===== src/rtl/reset_sequencer_if.sv =====
// Handshake bundle between the reset sequencer and its surroundings:
// reset sources in, staggered active-low resets and status out.
interface reset_sequencer_if;
    logic       btn_i;
    logic       sw_rst_req;
    logic       resetn_mem;
    logic       resetn_core;
    logic       busy;
    logic [1:0] rst_cause;

    modport master (
        output btn_i,
        output sw_rst_req,
        input  resetn_mem,
        input  resetn_core,
        input  busy,
        input  rst_cause
    );

    modport slave (
        input  btn_i,
        input  sw_rst_req,
        output resetn_mem,
        output resetn_core,
        output busy,
        output rst_cause
    );
endinterface


===== src/rtl/reset_sequencer.sv =====
// Staggered reset sequencer: HOLD -> STAGGER -> RUN with debounced button and cause logging.
// Define SWRST_EN to honor sw_rst_req in RUN; otherwise the request is ignored.
module reset_sequencer #(
    parameter int DEBOUNCE_CYCLES = 4,
    parameter int HOLD_CYCLES     = 8,
    parameter int STAGGER_CYCLES  = 3
) (
    input  logic              clk,
    input  logic              RESET,
    reset_sequencer_if.slave  bus
);

    localparam int CNT_MAX = (HOLD_CYCLES > STAGGER_CYCLES) ? HOLD_CYCLES : STAGGER_CYCLES;
    localparam int CNT_W   = $clog2(CNT_MAX + 1);
    localparam int DCNT_W  = $clog2(DEBOUNCE_CYCLES + 1);

`ifdef SWRST_EN
    localparam bit SW_EN = 1'b1;
`else
    localparam bit SW_EN = 1'b0;
`endif

    localparam logic [1:0] CAUSE_POR = 2'b00;
    localparam logic [1:0] CAUSE_BTN = 2'b01;
    localparam logic [1:0] CAUSE_SW  = 2'b10;

    typedef enum logic [1:0] {
        ST_HOLD,
        ST_STAGGER,
        ST_RUN
    } state_t;

    state_t              state_q, state_d;
    logic [CNT_W-1:0]    cnt_q, cnt_d;
    logic [DCNT_W-1:0]   dcnt_q, dcnt_d;
    logic [1:0]          cause_q, cause_d;
    logic                sync1_q, btn_s_q;
    logic                resetn_mem_q, resetn_mem_d;
    logic                resetn_core_q, resetn_core_d;
    logic                busy_q, busy_d;
    logic                btn_ev;
    logic                sw_ev;

    assign sw_ev = bus.sw_rst_req & SW_EN;

    always_comb begin
        dcnt_d = dcnt_q;
        if (!btn_s_q) begin
            dcnt_d = '0;
        end else if (dcnt_q != DCNT_W'(DEBOUNCE_CYCLES)) begin
            dcnt_d = dcnt_q + DCNT_W'(1);
        end
        // Fires only on the step into saturation, so a long press yields one event.
        btn_ev = btn_s_q && (dcnt_q == DCNT_W'(DEBOUNCE_CYCLES - 1));

        state_d = state_q;
        cnt_d   = cnt_q;
        cause_d = cause_q;
        case (state_q)
            ST_HOLD: begin
                if (cnt_q == CNT_W'(HOLD_CYCLES - 1)) begin
                    state_d = ST_STAGGER;
                    cnt_d   = '0;
                end else begin
                    cnt_d = cnt_q + CNT_W'(1);
                end
            end
            ST_STAGGER: begin
                if (cnt_q == CNT_W'(STAGGER_CYCLES - 1)) begin
                    state_d = ST_RUN;
                    cnt_d   = '0;
                end else begin
                    cnt_d = cnt_q + CNT_W'(1);
                end
            end
            ST_RUN: begin
                if (sw_ev) begin
                    state_d = ST_HOLD;
                    cnt_d   = '0;
                    cause_d = CAUSE_SW;
                end
            end
            default: begin
                state_d = ST_HOLD;
                cnt_d   = '0;
            end
        endcase

        // The button restarts the sequence from any state and outranks software.
        if (btn_ev) begin
            state_d = ST_HOLD;
            cnt_d   = '0;
            cause_d = CAUSE_BTN;
        end

        resetn_mem_d  = (state_d != ST_HOLD);
        resetn_core_d = (state_d == ST_RUN);
        busy_d        = (state_d != ST_RUN);
    end

    always_ff @(posedge clk or posedge RESET) begin
        if (RESET) begin
            sync1_q       <= 1'b0;
            btn_s_q       <= 1'b0;
            dcnt_q        <= '0;
            state_q       <= ST_HOLD;
            cnt_q         <= '0;
            cause_q       <= CAUSE_POR;
            resetn_mem_q  <= 1'b0;
            resetn_core_q <= 1'b0;
            busy_q        <= 1'b1;
        end else begin
            sync1_q       <= bus.btn_i;
            btn_s_q       <= sync1_q;
            dcnt_q        <= dcnt_d;
            state_q       <= state_d;
            cnt_q         <= cnt_d;
            cause_q       <= cause_d;
            resetn_mem_q  <= resetn_mem_d;
            resetn_core_q <= resetn_core_d;
            busy_q        <= busy_d;
        end
    end

    assign bus.resetn_mem  = resetn_mem_q;
    assign bus.resetn_core = resetn_core_q;
    assign bus.busy        = busy_q;
    assign bus.rst_cause   = cause_q;

endmodule


===== src/flat_wrapper.sv =====
// flat-port wrapper written by rule: the top's interface ports become plain ports
module reset_sequencer_flat 
#(
    parameter int DEBOUNCE_CYCLES = 4,
    parameter int HOLD_CYCLES     = 8,
    parameter int STAGGER_CYCLES  = 3
)
  (clk, RESET, bus_btn_i, bus_sw_rst_req, bus_resetn_mem, bus_resetn_core, bus_busy, bus_rst_cause);
  reset_sequencer_if bus_i ();
  input  logic clk;
  input  logic RESET;
  input wire logic [$bits(bus_i.btn_i)-1:0] bus_btn_i;
  input wire logic [$bits(bus_i.sw_rst_req)-1:0] bus_sw_rst_req;
  output wire logic [$bits(bus_i.resetn_mem)-1:0] bus_resetn_mem;
  output wire logic [$bits(bus_i.resetn_core)-1:0] bus_resetn_core;
  output wire logic [$bits(bus_i.busy)-1:0] bus_busy;
  output wire logic [$bits(bus_i.rst_cause)-1:0] bus_rst_cause;
  assign bus_i.btn_i = bus_btn_i;
  assign bus_i.sw_rst_req = bus_sw_rst_req;
  assign bus_resetn_mem = bus_i.resetn_mem;
  assign bus_resetn_core = bus_i.resetn_core;
  assign bus_busy = bus_i.busy;
  assign bus_rst_cause = bus_i.rst_cause;
  reset_sequencer #(.DEBOUNCE_CYCLES(DEBOUNCE_CYCLES), .HOLD_CYCLES(HOLD_CYCLES), .STAGGER_CYCLES(STAGGER_CYCLES)) u_core (.clk(clk), .RESET(RESET), .bus(bus_i));
endmodule

===== config.mk =====
export PLATFORM = sky130hd
export DESIGN_NAME = reset_sequencer_flat
export DESIGN_NICKNAME = d
export VERILOG_FILES = /design/src/rtl/reset_sequencer_if.sv /design/src/rtl/reset_sequencer.sv /design/src/flat_wrapper.sv
export SDC_FILE = /design/constraint.sdc
export NUM_CORES = 1
export LEC_CHECK = 0
export BUFFER_PORTS_ARGS = -buffer_cell sky130_fd_sc_hd__buf_2
export CAP_MARGIN = 15
export CORE_ASPECT_RATIO = 0.9
export CORE_UTILIZATION = 50
export CTS_CLUSTER_DIAMETER = 150
export DETAILED_ROUTE_END_ITERATION = 10
export GPL_ROUTABILITY_DRIVEN = 0
export PLACE_DENSITY = 0.7
export SYNTH_ARGS = -nofsm -noshare
export SYNTH_HDL_FRONTEND = slang
export SYNTH_SLANG_ARGS = --single-unit

===== constraint.sdc =====
create_clock -name clk -period 4.1 [get_ports clk]
set_clock_uncertainty 0.15 [all_clocks]
set_input_delay 0.41 -clock clk [delete_from_list [all_inputs] [get_ports clk]]
set_output_delay 0.41 -clock clk [all_outputs]
set_load 0.05 [all_outputs]

# Word level (Yosys, flattened, before mapping)
# Cells that the tools add are included.
# W data, S select, Z words.
# totals
reg_bits,15
output_inout_bits,5
word_cells,34
# op_classes
n_addsub,2
eq_ne,10
n_mux,10
reduce_logical,3
# ops
operator,count
$mux W4,3
$pmux W4 S3,1
$mux W2,3
$mux W3,2
$pmux W2 S3,1
$add A4 B1 Y4 const B,1
$eq A2 B2 Y1 const B,2
$eq A4 B2 Y1 const B,1
$eq A4 B3 Y1 const B,1
$ne A2 B2 Y1 const B,2
$add A3 B1 Y3 const B,1
$eq A3 B2 Y1 const B,1
$ne A3 B3 Y1 const B,1
$eq A2 B1 Y1 const B,1
$logic_not A2 Y1,1
$ne A2 B1 Y1 const B,1
$reduce_bool A2 Y1,1
$logic_and A1 B1 Y1,1

# Depth between registers and ports, before layout
# depth
word_depth,5
ltp_mapped,5
depth_no_buf,5

# Least setup slack after synthesis
# Ideal clock, no wire load.
# synth_path
kind,reg2reg
from,register u_core.cnt_q[0]
to,register u_core.cnt_q[0]
setup_ps,122
arrival_time_ps,1162
required_ps,3828
setup_slack_ps,2667
stages_incl_launch_ff,5
n_path_buf,0
cell_sequence,dfrtp_1 -> ha_1 -> nor4bb_1 -> a31oi_1 -> a32o_1
# synth_via
elab_chain_len,4
word_cells_on_any_way,7
classes_between,add/sub: 1; eq/ne: 2; mux: 4
# synth_rtl
element,line,rtl
from (decl),reset_sequencer.sv:34,"logic [CNT_W-1:0] cnt_q, cnt_d;"
from (signal assigned),reset_sequencer.sv:117,cnt_q <= cnt_d;
"$add A4 B1 Y4, or another cell as far along","reset_sequencer.sv:65, reset_sequencer.sv:73",
$mux W4 (on tied branches),"reset_sequencer.sv:69, reset_sequencer.sv:61",
$pmux W4 S3 (*),reset_sequencer.sv:59,case (state_q)
$mux W4 (*),reset_sequencer.sv:90,if (btn_ev) begin
# Every way passes the cells marked *; elsewhere a longest branch is shown, timed or not.
# A chain may end at the register's enable or synchronous reset.

# Final worst setup path
# Ends and elaborated chain as after synthesis.

==> impl_metrics.csv <==
group,metric,value,unit
power,total_power,633.1,µW
die,die_area,1658,µm²
layout,multi_input_comb_area,316.6,µm²
placed_design,dp_hpwl,822.5,µm
global_routing,overflow,0,
layout,area_growth,6.344,%
layout,antenna-diode-count,0,
layout,regArea,376.6,µm²
synthesis,yosysTopAreaCellShare,46.74,%
die,initial_core_util,57.38,%
detailed_routing,drcViolationCount,0,
cts,clk_latency,280,ps
synthesis,netlist_area,749.5,µm²
cts,ctsHoldBuffers,0,
synthesis,async_reset_ff_share,100.0,%
timing,worst_slack,2482,ps
critical_path,endpoint_kind,"flop",
critical_path,path_buf_inv,0,
critical_path,cp.required,4120,ps
detailed_routing,via_per_inst,5.602,
synthesis,syn_inst,72,
synthesis,syn_avg_cell_area,10.41,µm²
timing,hold_ws,-1.594,ps
detailed_routing,post_drt_wl_per_cell,12.60,µm
cts,cts_made_buffers,3,
synthesis,synth-edff-count,0,
placed_design,place_ws,2519,ps
global_routing,antenna_found_initial,0,
critical_path,path_cells,"ha_1, nor4bb_1, a31oi_1, a32o_1",
critical_path,path_class,"reg2reg",
layout,nets,89,
timing,hold_violations,3,
critical_path,cp.depth,4,
power,pwr_density_cell,794.3,nW/µm²
layout,drive_gt1_share,16.46,%
timing,rsz0062_at_grt,"false",
critical_path,rr_startpoint,"u_core.cnt_q[0]$_DFFE_PP0P_",
critical_path,crit_end,"u_core.cnt_q[0]$_DFFE_PP0P_",
run,drv_cap,0,
power,ir_worst_vdd,0.4328,mV
die,die_w,42.81,µm
timing,drv_slew,0,
synthesis,synth-seq-area-share,50.25,%
cts,cts_root_buf,"clkbuf_4",
cts,cts.sinks,15,
timing,max_freq,618.2,MHz
cts,cts_resized,0,
global_routing,grt_pass1_wl,1918,µm
power,power_frac_clock,13.7,%
critical_path,regToRegSetupSlack,2480,ps
timing,fin_crit_sh,39.45,%
critical_path,r2r_end,"u_core.cnt_q[0]$_DFFE_PP0P_",
global_routing,track_usage,16.56,%
cts,cts_tree,"done",
synthesis,yosys-top-cells-area,"dfrtp_1 47%, ha_1 8.3%, dfstp_2 3.5%",
global_routing,grt_max_degree,16,
detailed_routing,drt_first_pass_iters,4,
synthesis,synth_top_cell_by_area,"dfrtp_1",
critical_path,cpMaxStageDelayCell,"dfrtp_1",
detailed_routing,via_count,521,
critical_path,cp_top_family,"flip-flops",
critical_path,crit_fanout,5,
critical_path,slowest_delay,430,ps
timing,worstMarginPinSlew,548.3,ps
cts,path_clk_slew,100,ps
synthesis,synth_common_cells,"14 x dfrtp_1, 7 x inv_1, 5 x ha_1, 5 x nand2_1, 5 x nor2_1",
outcome,violations,"negative hold slack",
cts,cts_max_path_buffers,2,
synthesis,ys.flop_type,"dfrtp_1",
critical_path,startpoint,"u_core.cnt_q[0]$_DFFE_PP0P_",
power,p_switching,273.8,µW
timing,setup_viol,0,
power,seq_power_share,42.6,%
critical_path,cp.arrival,1640,ps
cts,post-cts-setup-buffer-count,0,
placed_design,place_inst,89,
synthesis,ys_seq_elements,15,
synthesis,synth_cell_type_count,30,
detailed_routing,routed_wl,1172,µm
timing,slew_headroom,63.40,%
layout,fillCellCount,124,
power,combPwrFrac,43.7,%
placed_design,io_buffers,6,
critical_path,worstSetupStartpointType,"flop",
timing,min_period,1618,ps
power,switching_share,43.24,%
die,rows,12,
layout,final_cells,93,
die,coreArea,1306,µm²
min_path,hold_path.class,"in2async",
synthesis,yosysWarnings,0,
global_routing,grt_pass1_vias,453,
cts,htreeDepth,1,
detailed_routing,ant_nets,0,
die,die_h,38.73,µm
timing,finalSetupTns,0,ps
critical_path,r2r_cells,4,
power,p_int,359.3,µW
detailed_routing,drt_iter0_drc,15,
power,leakage,0.0003682,µW
die,io_pins,9,
synthesis,synthesis.nets,81,
synthesis,post-synth-top-count-cell,"dfrtp_1",
outcome,status,"finished, violations left",
[through the flow]
step / util, % / instance area [µm²]
after floorplan: - / 749.5
after global placement: 58.72 / 767.0
after detailed placement: 58.72 / 767.0
after CTS: 61.02 / 797.0
after global routing: 61.02 / 797.0
final: 61.02 / 797.0
[power by group through the flow]
stage / logic, µW / registers [µW] / clock network, µW
2_1_floorplan: 200 / 308 / 0
3_3_place_gp: 269 / 270 / 0
3_5_place_dp: 276 / 272 / 0
4_1_cts: 280 / 269 / 88.9
5_1_grt: 305 / 278 / 95.1
6_report: 277 / 270 / 86.6
[routing by layer]
metal	GRT usage (%)	vias up	part of all wire (%)
met4	7.031	0	0
met5	0	-	0
li1	-	258	-
met2	27.27	17	47
met1	20.00	246	48
met3	5.607	0	4.6
[worst min path at each step]
stage / start / to / slack [ps] / depth (start not counted)
5_1_grt: RESET / u_core.btn_s_q$_DFF_PP0_ / 50 / 2
3_5_place_dp: u_core.sync1_q$_DFF_PP0_ / u_core.btn_s_q$_DFF_PP0_ / 190 / 0
3_3_place_gp: u_core.sync1_q$_DFF_PP0_ / u_core.btn_s_q$_DFF_PP0_ / 180 / 0
2_1_floorplan: RESET / u_core.btn_s_q$_DFF_PP0_ / 160 / 1
6_report: RESET / u_core.btn_s_q$_DFF_PP0_ / -2 / 2
4_1_cts: RESET / u_core.sync1_q$_DFF_PP0_ / 20 / 2
[registers in the layout, summed over array words and instances (netlist names)]
signal and flops:
u_core.bus.resetn_mem 1, u_core.sync1_q 1, u_core.bus.rst_cause 1, u_core.bus.busy 1, u_core.cnt_q 4, u_core.state_q 2
u_core.bus.resetn_core 1, u_core.dcnt_q 3, u_core.btn_s_q 1
[placed cells by master, fill, tap and decap left out, drive strengths merged]
master and instances:
a211o 1, a211oi 2, a21boi 2, a21oi 2
a22o 1, a31oi 1, a32o 1, and2 3
buf 6, clkbuf 3, clkinvlp 1, conb 1
dfrtp 14, dfstp 1, ha 5, inv 7
nand2 5, nand2b 1, nand3 3, nand3b 1
nand4b 1, nor2 5, nor2b 2, nor3 2
nor4bb 1, o21a 2, o21ai 4, xnor2 1
[area by class of cell]
cell class / count / share of cell area, %
Sequential cell: 15 / 47.25
Multi-Input combinational cell: 47 / 39.72
Timing Repair Buffer: 6 / 3.768
Inverter: 7 / 3.297
Clock buffer: 3 / 2.826
Tap cell: 14 / 2.198
Clock inverter: 1 / 0.9419
[logic make-up after synthesis]
family | share of synthesized area, %
and+or+nand+nor | 17.20
xor gates and xnor gates | 1.169
AOI/OAI and AO/OA | 15.02
buffers and inverters | 7.513
DFF | 50.25
other | 0.5004
adders and majority gates | 8.347
Note: power is estimated with default switching activity, not from simulation.
